`src/rtl/counter_pkg.sv`:
```
// Shared definitions for the up/down counter and for any logic that
// consumes its count (displays, comparators, position trackers).
//
// Contents:
//   COUNTER_WIDTH  default counter width in bits
//   count_t        count vector type at the default width
package counter_pkg;

  localparam int COUNTER_WIDTH = 4;

  typedef logic [COUNTER_WIDTH-1:0] count_t;

endpackage : counter_pkg

```
`src/rtl/up_down_counter.sv`:
```
// Free-running WIDTH-bit binary up/down counter with a hold control.
// Counts once per rising clk edge and wraps modulo 2**WIDTH in both
// directions (no saturation).
//
// Ports:
//   clk      in   1      system clock, rising-edge active
//   reset    in   1      asynchronous active-high reset, forces Q to 0
//   UP_DOWN  in   1      direction: 1 = increment, 0 = decrement
//   pause    in   1      1 = hold the current count, 0 = count
//   Q        out  WIDTH  current count, straight from the register
module up_down_counter
  import counter_pkg::*;
#(
  parameter int WIDTH = COUNTER_WIDTH
) (
  input  logic             clk,
  input  logic             reset,
  input  logic             UP_DOWN,
  input  logic             pause,
  output logic [WIDTH-1:0] Q
);

  // Count register. Reset wins over everything and acts without a clock
  // edge; otherwise pause holds the value and UP_DOWN picks the step.
  // Plain WIDTH-bit add/subtract gives the wrap in both directions
  // (max -> 0 going up, 0 -> max going down) for free.
  always_ff @(posedge clk or posedge reset) begin
    if (reset) begin
      Q <= '0;
    end else if (pause) begin
      Q <= Q;
    end else if (UP_DOWN) begin
      Q <= Q + 1'b1;
    end else begin
      Q <= Q - 1'b1;
    end
  end

endmodule : up_down_counter

```
`config.mk`:
```
export PLATFORM = sky130hd
export DESIGN_NAME = up_down_counter
export DESIGN_NICKNAME = d
export VERILOG_FILES = /design/src/rtl/counter_pkg.sv /design/src/rtl/up_down_counter.sv
export SDC_FILE = /design/constraint.sdc
export NUM_CORES = 1
export LEC_CHECK = 0
export CORE_AREA = 4 4 41 43
export CTS_CLUSTER_SIZE = 20
export DETAILED_ROUTE_END_ITERATION = 10
export DIE_AREA = 0 0 45 47
export PLACE_DENSITY = 0.51
export SYNTH_ARGS = -nofsm -noshare
export SYNTH_HDL_FRONTEND = slang
export SYNTH_SLANG_ARGS = --single-unit
```
`constraint.sdc`:
```
create_clock -name clk -period 2.2 [get_ports clk]
set_input_delay 0.22 -clock clk [delete_from_list [all_inputs] [get_ports clk]]
set_output_delay 0.22 -clock clk [all_outputs]
set_load 0.03 [all_outputs]
```
==> flow_summary_export.csv, run 1 <==
group,metric,value,unit
status,outcome,"finished, final reports clean",
hold_path,holdCritPathClass,"primary input to async pin",
setup_path,cp_slowest_cell,"clkdlybuf4s50_1",
place,place_hpwl,487,µm
power_and_ir_drop,ir_drop,0.722,mV
job,cap_violations,0,
setup_path,crit_type,"primary input to register",
final_layout,syn_to_final_growth,33.9,%
sta,report.final.setup_viol,0,
detailed_routing,drtAntennaViolNets,0,
global_routing,track_usage,7.54,%
final_layout,diodes,0,
clocking,hold_buffers,0,
final_layout,drive_gt1_share,16.7,%
setup_path,max_stage_delay,0.57,ns
final_layout,fin_nets,45,
clocking,clock_sinks,4,
setup_path,start_kind,"primary input",
synth,synth-seq-cells,4,
clocking,clock_path_buffers,2,
detailed_routing,dr_total_vias,227,
final_layout,ff_latch_area,100,µm²
global_routing,grt_first_pass_wirelength,1.10,mm
global_routing,grt_pass1_vias,262,
clocking,htree_levels,1,
sta,max_slew.worst_pin.slew,0.310,ns
synth,synth_warnings,0,
die,rows,13,
setup_path,crit_fanout,6,
die,die-height,47,µm
die,dieWidth,45,µm
final_layout,largest_register_ffs,4,
global_routing,antenna_found_initial,0,
sta,fmax,565,MHz
sta,max_slew_margin,79.3,%
sta,skew,0.00645,ns
detailed_routing,initialDrtViolationCount,1,
clocking,path_clk_slew,0.04,ns
final_layout,fin_area,395,µm²
synth,avgSynthCellArea,10.9,µm²
power_and_ir_drop,power_density,1460,nW/µm²
power_and_ir_drop,p_leak,0.164,nW
place,routabilityCongestion,0.727,
synth,yosysSeqAreaShare,33.9,%
detailed_routing,avgRoutedWirePerCell,11.5,µm
clocking,cts_tree,"done",
clocking,root_buffer,"clkbuf_4",
final_layout,regMostFlops,"Q",
detailed_routing,dr.pass1.iters,2,
final_layout,final_util,30.4,%
final_layout,largestRegisters,"Q (4)",
clocking,numCtsBuffers,3,
setup_path,critPathRequiredTime,2.31,ns
place,place_area,373,µm²
sta,fin_tns_setup,0,ns
setup_path,worstSetupEndpointType,"register",
sta,rsz0062_at_grt,"false",
sta,final_hold_viol_count,0,
final_layout,layout.cells.non_filler,51,
synth,synthesis.instances,27,
die,start_util,22.7,%
final_layout,n_fill_cell,140,
synth,syn_area,295,µm²
detailed_routing,vias_per_cell,4.45,
clocking,postCtsSetupBuffers,0,
die,die-area,2120,µm²
die,coreArea,1300,µm²
die,ios,8,
detailed_routing,wirelength,585,µm
global_routing,grt_max_degree,11,
setup_path,crit_chain,"clkdlybuf4s50_1 > inv_1 > ha_1 > or4_1 > nand3_1 > o221ai_2",
place,dp_cells,48,
synth,synth_nets,34,
place,portBuffers,7,
sta,slew_viol_final,0,
final_layout,multi_input_area,176,µm²
sta,fin_crit_sh,80.5,%
clocking,cts_resized,0,
global_routing,overflow,0,
setup_path,r2r_slack,0.70,ns
sta,fin_crit,1.77,ns
clocking,clk_latency,0.23,ns
setup_path,crit_arrival,1.88,ns
synth,yosysUniqueCellTypes,19,
detailed_routing,drcViolationCount,0,
-- Yosys cell counts --
library cell  count  area [µm²]
o21ai_0           1        5.00
or4_1             1        7.51
o221ai_2          1        15.0
buf_6             1        11.3
fa_1              1        20.0
nand3b_1          2        15.0
mux2_2            1        11.3
dfrtp_1           4         100
a21o_1            1        7.51
ha_1              2        25.0
xnor2_1           2        17.5
nand2_1           1        3.75
nand3_1           1        5.00
mux2i_1           1        10.0
inv_1             2        7.51
a211o_1           1        8.76
a21oi_1           1        5.00
or3_2             1        7.51
or3_1             2        12.5
-- cells by family (layout without fill, tap and decap cells) --
group / Yosys count / in the layout / synth area share (%)
simple gates: 8 / 8 / 17.4
fa+ha+maj: 3 / 3 / 15.3
flops: 4 / 4 / 33.9
compound gates: 5 / 5 / 14.0
mux: 2 / 2 / 7.20
buf+inv: 3 / 12 / 6.36
xor+xnor: 2 / 2 / 5.93
-- metrics by stage --
| stage | total power [mW] | hold WS, ns | setup slack (ns) |
|---|---|---|---|
| floorplan | 0.381 | -0.0139 | 0.613 |
| global placement | 0.489 | 0.414 | 0.242 |
| detailed placement | 0.497 | 0.429 | 0.187 |
| CTS | 0.591 | 0.177 | 0.435 |
| global route | 0.627 | 0.191 | 0.352 |
| finish | 0.579 | 0.181 | 0.429 |
-- final cells by class --
type / count / area share, %
tap: 15 / 4.75
sequential: 4 / 25.3
inverter: 2 / 1.90
clock buffer: 3 / 5.70
timing repair buffer: 7 / 17.7
multi-input combinational: 20 / 44.6
-- where the power goes --
| part | internal [mW] | switching (mW) |
|---|---|---|
| Combinational | 0.162 | 0.174 |
| Clock | 0.0608 | 0.0271 |
| Sequential | 0.112 | 0.0438 |
-- path summary, 6_finish.rpt --
kind,startpoint,endpoint,cells after the start
worst max-delay path,UP_DOWN,Q[3],6
worst min-delay path,reset,Q[2],2
worst max register to register,Q[2],Q[3],4
worst min register to register,Q[2],Q[2],2
max in group asynchronous,reset,Q[1],2
min in group clk,Q[2],Q[2],2
-- critical path: cells and delay by family --
family / cells / cell delay [ns]
AO/OA/AOI/OAI: 1 / 0.09
adder cells (fa/ha/maj): 1 / 0.36
buffers and inverters: 2 / 0.69
AND/OR/NAND/NOR: 2 / 0.52
-- layer usage --
| metal | up-vias | GRT usage, % | share of wire, % |
|---|---|---|---|
| li1 | 120 | - | - |
| met1 | 104 | 7.37 | 40 |
| met2 | 3 | 12.7 | 58 |
| met3 | 0 | 2.30 | 2.1 |
| met4 | 0 | 7.02 | 0 |
| met5 | - | 0 | 0 |
-- layout by cell type (no fill, tap or decap) --
cell and n:
fa_1 1, or4_1 1, o21ai_0 1, ha_1 2
nand3b_1 2, dfrtp_1 4, inv_1 2, a21oi_1 1
or3_2 1, nand3_1 1, clkbuf_4 3, mux2_2 1
or3_1 2, nand2_1 1, a21o_1 1, o221ai_2 1
clkdlybuf4s50_1 7, a211o_1 1, mux2i_1 1, xnor2_1 2
No activity file was read; power rests on OpenSTA's default activity.
==> inputs of run 2 (changes only) <==
clock period = 1.9 ns   (was 2.2 ns; I/O delays follow)
==> flow_summary_export.csv, run 2 (synthesis gave the netlist of run 1 again) <==
group,metric,value,unit
status,outcome,"finished, final reports clean",
global_routing,antenna_found_initial,0,
sta,rsz0062_at_grt,"false",
setup_path,reg2regPathDepth,4,
sta,max_slew.worst_pin.slew,0.324,ns
final_layout,multi_input_area,176,µm²
final_layout,diodes,0,
setup_path,r2r_start,"Q[2]",
clocking,numCtsBuffers,3,
setup_path,worstSetupEndpointType,"register",
sta,max_slew_margin,78.3,%
job,cap_violations,0,
setup_path,crit_fanout,5,
power_and_ir_drop,p_leak,0.174,nW
global_routing,grt_max_degree,11,
clocking,clock_path_buffers,2,
sta,worst_slack,0.316,ns
final_layout,syn_to_final_growth,39.0,%
clocking,htree_levels,1,
final_layout,drive_gt1_share,21.1,%
die,start_util,22.7,%
final_layout,largestRegisters,"Q (4)",
final_layout,largest_register_ffs,4,
detailed_routing,drtAntennaViolNets,0,
setup_path,start_kind,"primary input",
setup_path,r2r_end,"Q[3]",
setup_path,crit_start,"UP_DOWN",
sta,skew,0.00399,ns
clocking,root_buffer,"clkbuf_4",
die,ios,8,
clocking,hold_buffers,0,
final_layout,n_fill_cell,143,
detailed_routing,initialDrtViolationCount,3,
final_layout,regMostFlops,"Q",
detailed_routing,vias_per_cell,4.62,
global_routing,grt_pass1_vias,274,
die,rows,13,
final_layout,fin_nets,47,
place,portBuffers,7,
detailed_routing,avgRoutedWirePerCell,11.5,µm
clocking,cts_resized,0,
detailed_routing,dr_total_vias,245,
global_routing,grt_first_pass_wirelength,1.05,mm
detailed_routing,dr.pass1.iters,4,
sta,slew_viol_final,0,
setup_path,crit_type,"primary input to register",
sta,fmax,631,MHz
setup_path,crit_arrival,1.69,ns
final_layout,ff_latch_area,100,µm²
global_routing,overflow,0,
global_routing,track_usage,7.55,%
setup_path,critPathRequiredTime,2.01,ns
final_layout,mostFrequentLayoutCells,"clkdlybuf4s50_1 (7), dfrtp_1 (4), clkbuf_4 (3)",
sta,report.final.setup_viol,0,
hold_path,holdCritPathClass,"primary input to async pin",
die,coreArea,1300,µm²
place,place_hpwl,500,µm
detailed_routing,drcViolationCount,0,
place,routabilityCongestion,0.702,
power_and_ir_drop,ir_drop,0.655,mV
die,die-height,47,µm
place,dp_slack,0.0687,ns
clocking,postCtsSetupBuffers,0,
clocking,cts_tree,"done",
final_layout,mostFrequentLayoutCell,"clkdlybuf4s50_1",
detailed_routing,wirelength,608,µm
sta,fin_tns_setup,0,ns
die,die-area,2120,µm²
sta,fin_crit,1.58,ns
sta,fin_crit_sh,83.4,%
die,dieWidth,45,µm
clocking,clk_latency,0.23,ns
setup_path,r2r_slack,0.44,ns
power_and_ir_drop,power_density,1680,nW/µm²
clocking,path_clk_slew,0.04,ns
sta,final_hold_viol_count,0,
clocking,clock_sinks,4,
[run 2: changes by cell type in the layout (fill, tap and decap cells not counted), sizes merged]
| cell | before | now |
|---|---|---|
| buf | 0 | 2 |
[run 2: cell type report]
cell class / instances / area share, %
clock buffer: 3 / 5.49
inverter: 2 / 1.83
multi-input combinational: 20 / 43.0
sequential: 4 / 24.4
tap: 15 / 4.57
timing repair buffer: 9 / 20.7
[run 2: per-stage QoR]
stage	instance area [µm²]	hold slack [ns]	cells	total power, mW	util, %
2_1_floorplan	295	-0.0439	27	0.441	-
3_3_place_gp	388	0.383	50	0.577	29.8
3_5_place_dp	388	0.382	50	0.592	29.8
4_1_cts	410	0.127	53	0.704	31.5
5_1_grt	410	0.152	53	0.748	31.5
6_report	410	0.137	53	0.690	31.5
[run 2: how the worst max path moves through the flow]
stage	to	slack, ns	cells past startpoint
2_1_floorplan	Q[3]	0.31	4
3_3_place_gp	Q[3]	0.12	6
3_5_place_dp	Q[3]	0.07	6
4_1_cts	Q[3]	0.32	6
5_1_grt	Q[3]	0.25	6
6_report	Q[3]	0.32	6
[run 2: critical path: stages]
cell and delay [ns]:
clkdlybuf4s50_1 0.48, inv_1 0.09, ha_1 0.24, or4_1 0.49, nand3_1 0.11, o221ai_2 0.09
[run 2: power breakdown]
group,internal (mW),total [mW],switching (mW)
Sequential,0.130,0.179,0.0483
Combinational,0.201,0.410,0.209
Clock,0.0704,0.102,0.0318
Total,0.401,0.690,0.289
[run 2: metal layers]
layer	vias to the layer above	global-route usage, %	routed length [µm]
li1	120	-	-
met4	0	10.5	24
met1	116	7.39	240
met3	4	1.15	12
met5	-	0	0
met2	5	11.9	331
==> inputs of run 3 (changes only) <==
clock period = 1.55 ns   (was 1.9 ns; I/O delays follow)
==> flow_summary_export.csv, run 3 (synthesis gave the netlist of run 1 again) <==
group,metric,value,unit
status,outcome,"finished, final reports clean",
die,dieWidth,45,µm
clocking,clk_latency,0.24,ns
power_and_ir_drop,ir_drop,0.984,mV
global_routing,grt_max_degree,7,
die,die-area,2120,µm²
setup_path,crit_type,"register to output port",
setup_path,crit_fanout,4,
detailed_routing,initialDrtViolationCount,0,
sta,max_slew_margin,79.1,%
final_layout,ff_latch_area,101,µm²
clocking,numCtsBuffers,3,
final_layout,largest_register_ffs,4,
place,place_hpwl,538,µm
clocking,postCtsSetupBuffers,0,
final_layout,largestRegisters,"Q (4)",
clocking,root_buffer,"clkbuf_4",
power_and_ir_drop,power_density,2000,nW/µm²
setup_path,worstSetupEndpointType,"output port",
clocking,path_clk_slew,0.04,ns
die,rows,13,
final_layout,fin_nets,49,
setup_path,start_kind,"register",
detailed_routing,wirelength,628,µm
place,portBuffers,7,
final_layout,syn_to_final_growth,50.8,%
final_layout,mostFrequentLayoutCells,"clkdlybuf4s50_1 (6), buf_4 (4), dfrtp_1 (3), clkbuf_4 (3)",
global_routing,grt_pass1_vias,285,
global_routing,overflow,0,
global_routing,track_usage,7.84,%
sta,fmax,672,MHz
detailed_routing,drcViolationCount,0,
sta,fin_crit,1.49,ns
detailed_routing,drtAntennaViolNets,0,
hold_path,holdCritPathClass,"primary input to async pin",
job,cap_violations,0,
sta,final_hold_viol_count,0,
final_layout,diodes,0,
setup_path,r2r_start,"Q[2]",
die,coreArea,1300,µm²
place,dp_cells,52,
final_layout,layout.cells.non_filler,56,
setup_path,crit_arrival,1.33,ns
global_routing,grt_first_pass_wirelength,1.12,mm
setup_path,cp_slowest_cell,"clkdlybuf4s50_1",
clocking,hold_buffers,0,
global_routing,antenna_found_initial,0,
setup_path,crit_chain,"clkdlybuf4s50_1",
final_layout,mostFrequentLayoutCell,"clkdlybuf4s50_1",
power_and_ir_drop,p_leak,0.193,nW
clocking,htree_levels,1,
clocking,cts_tree,"done",
final_layout,drive_gt1_share,29.3,%
sta,max_slew.worst_pin.slew,0.312,ns
detailed_routing,dr.pass1.iters,1,
die,ios,8,
sta,skew,0.000528,ns
clocking,clock_path_buffers,2,
setup_path,cp_top_family,"buffers and inverters",
detailed_routing,vias_per_cell,4.59,
sta,report.final.setup_viol,0,
detailed_routing,dr_total_vias,257,
detailed_routing,avgRoutedWirePerCell,11.2,µm
clocking,cts_resized,0,
setup_path,crit_start,"Q[1]",
sta,hold_ws,0.101,ns
die,start_util,22.7,%
sta,fin_crit_sh,96.0,%
setup_path,max_stage_delay,0.70,ns
clocking,clock_sinks,4,
place,routabilityCongestion,0.702,
final_layout,regMostFlops,"Q",
final_layout,n_fill_cell,143,
sta,slew_viol_final,0,
final_layout,multi_input_area,189,µm²
die,die-height,47,µm
setup_path,critPathRequiredTime,1.39,ns
setup_path,worst-path-buf-inv,1,
[run 3: final timing paths]
| check | endpoint | slack [ns] | cells past startpoint |
|---|---|---|---|
| setup / recovery | Q[1] | 0.06 | 1 |
| max in group asynchronous | Q[2] | 1.28 | 2 |
| hold reg to reg | Q[0] | 0.55 | 1 |
| min in group clk | Q[0] | 0.55 | 1 |
| setup reg to reg | Q[3] | 0.15 | 4 |
| hold / removal | Q[0] | 0.10 | 2 |
[run 3: cell type report]
cell class	count	area share [%]
Tap cell	15	4.21
Multi-Input combinational cell	20	42.4
Sequential cell	4	22.8
Clock buffer	4	5.90
Inverter	2	1.69
Timing Repair Buffer	11	23.0
[run 3: routing by layer]
metal  GRT usage, %  wire, µm  vias up
met4           9.36        30        0
met2           13.6       358        7
li1               -         -      128
met3           1.15        14        3
met5              0         0        -
met1           7.32       224      119
[run 3: power breakdown]
group	internal [mW]	switching [mW]	total [mW]	leakage (nW)
logic	0.259	0.258	0.517	0.131
registers	0.162	0.0665	0.229	0.0466
clock network	0.0969	0.0471	0.144	0.0150
total	0.518	0.372	0.890	0.193
[run 3: per-stage QoR]
stage          utilization, %  area, µm²  setup slack (ns)  TNS (ns)  power [mW]
2_1_floorplan               -        297           0.00483         0       0.544
3_3_place_gp             31.1        404            -0.175    -0.326       0.712
3_5_place_dp             31.1        404            -0.218    -0.438       0.740
4_1_cts                  33.1        430            0.0194         0       0.894
5_1_grt                  34.2        445          -0.00414  -0.00414       0.978
6_report                 34.2        445            0.0627         0       0.890
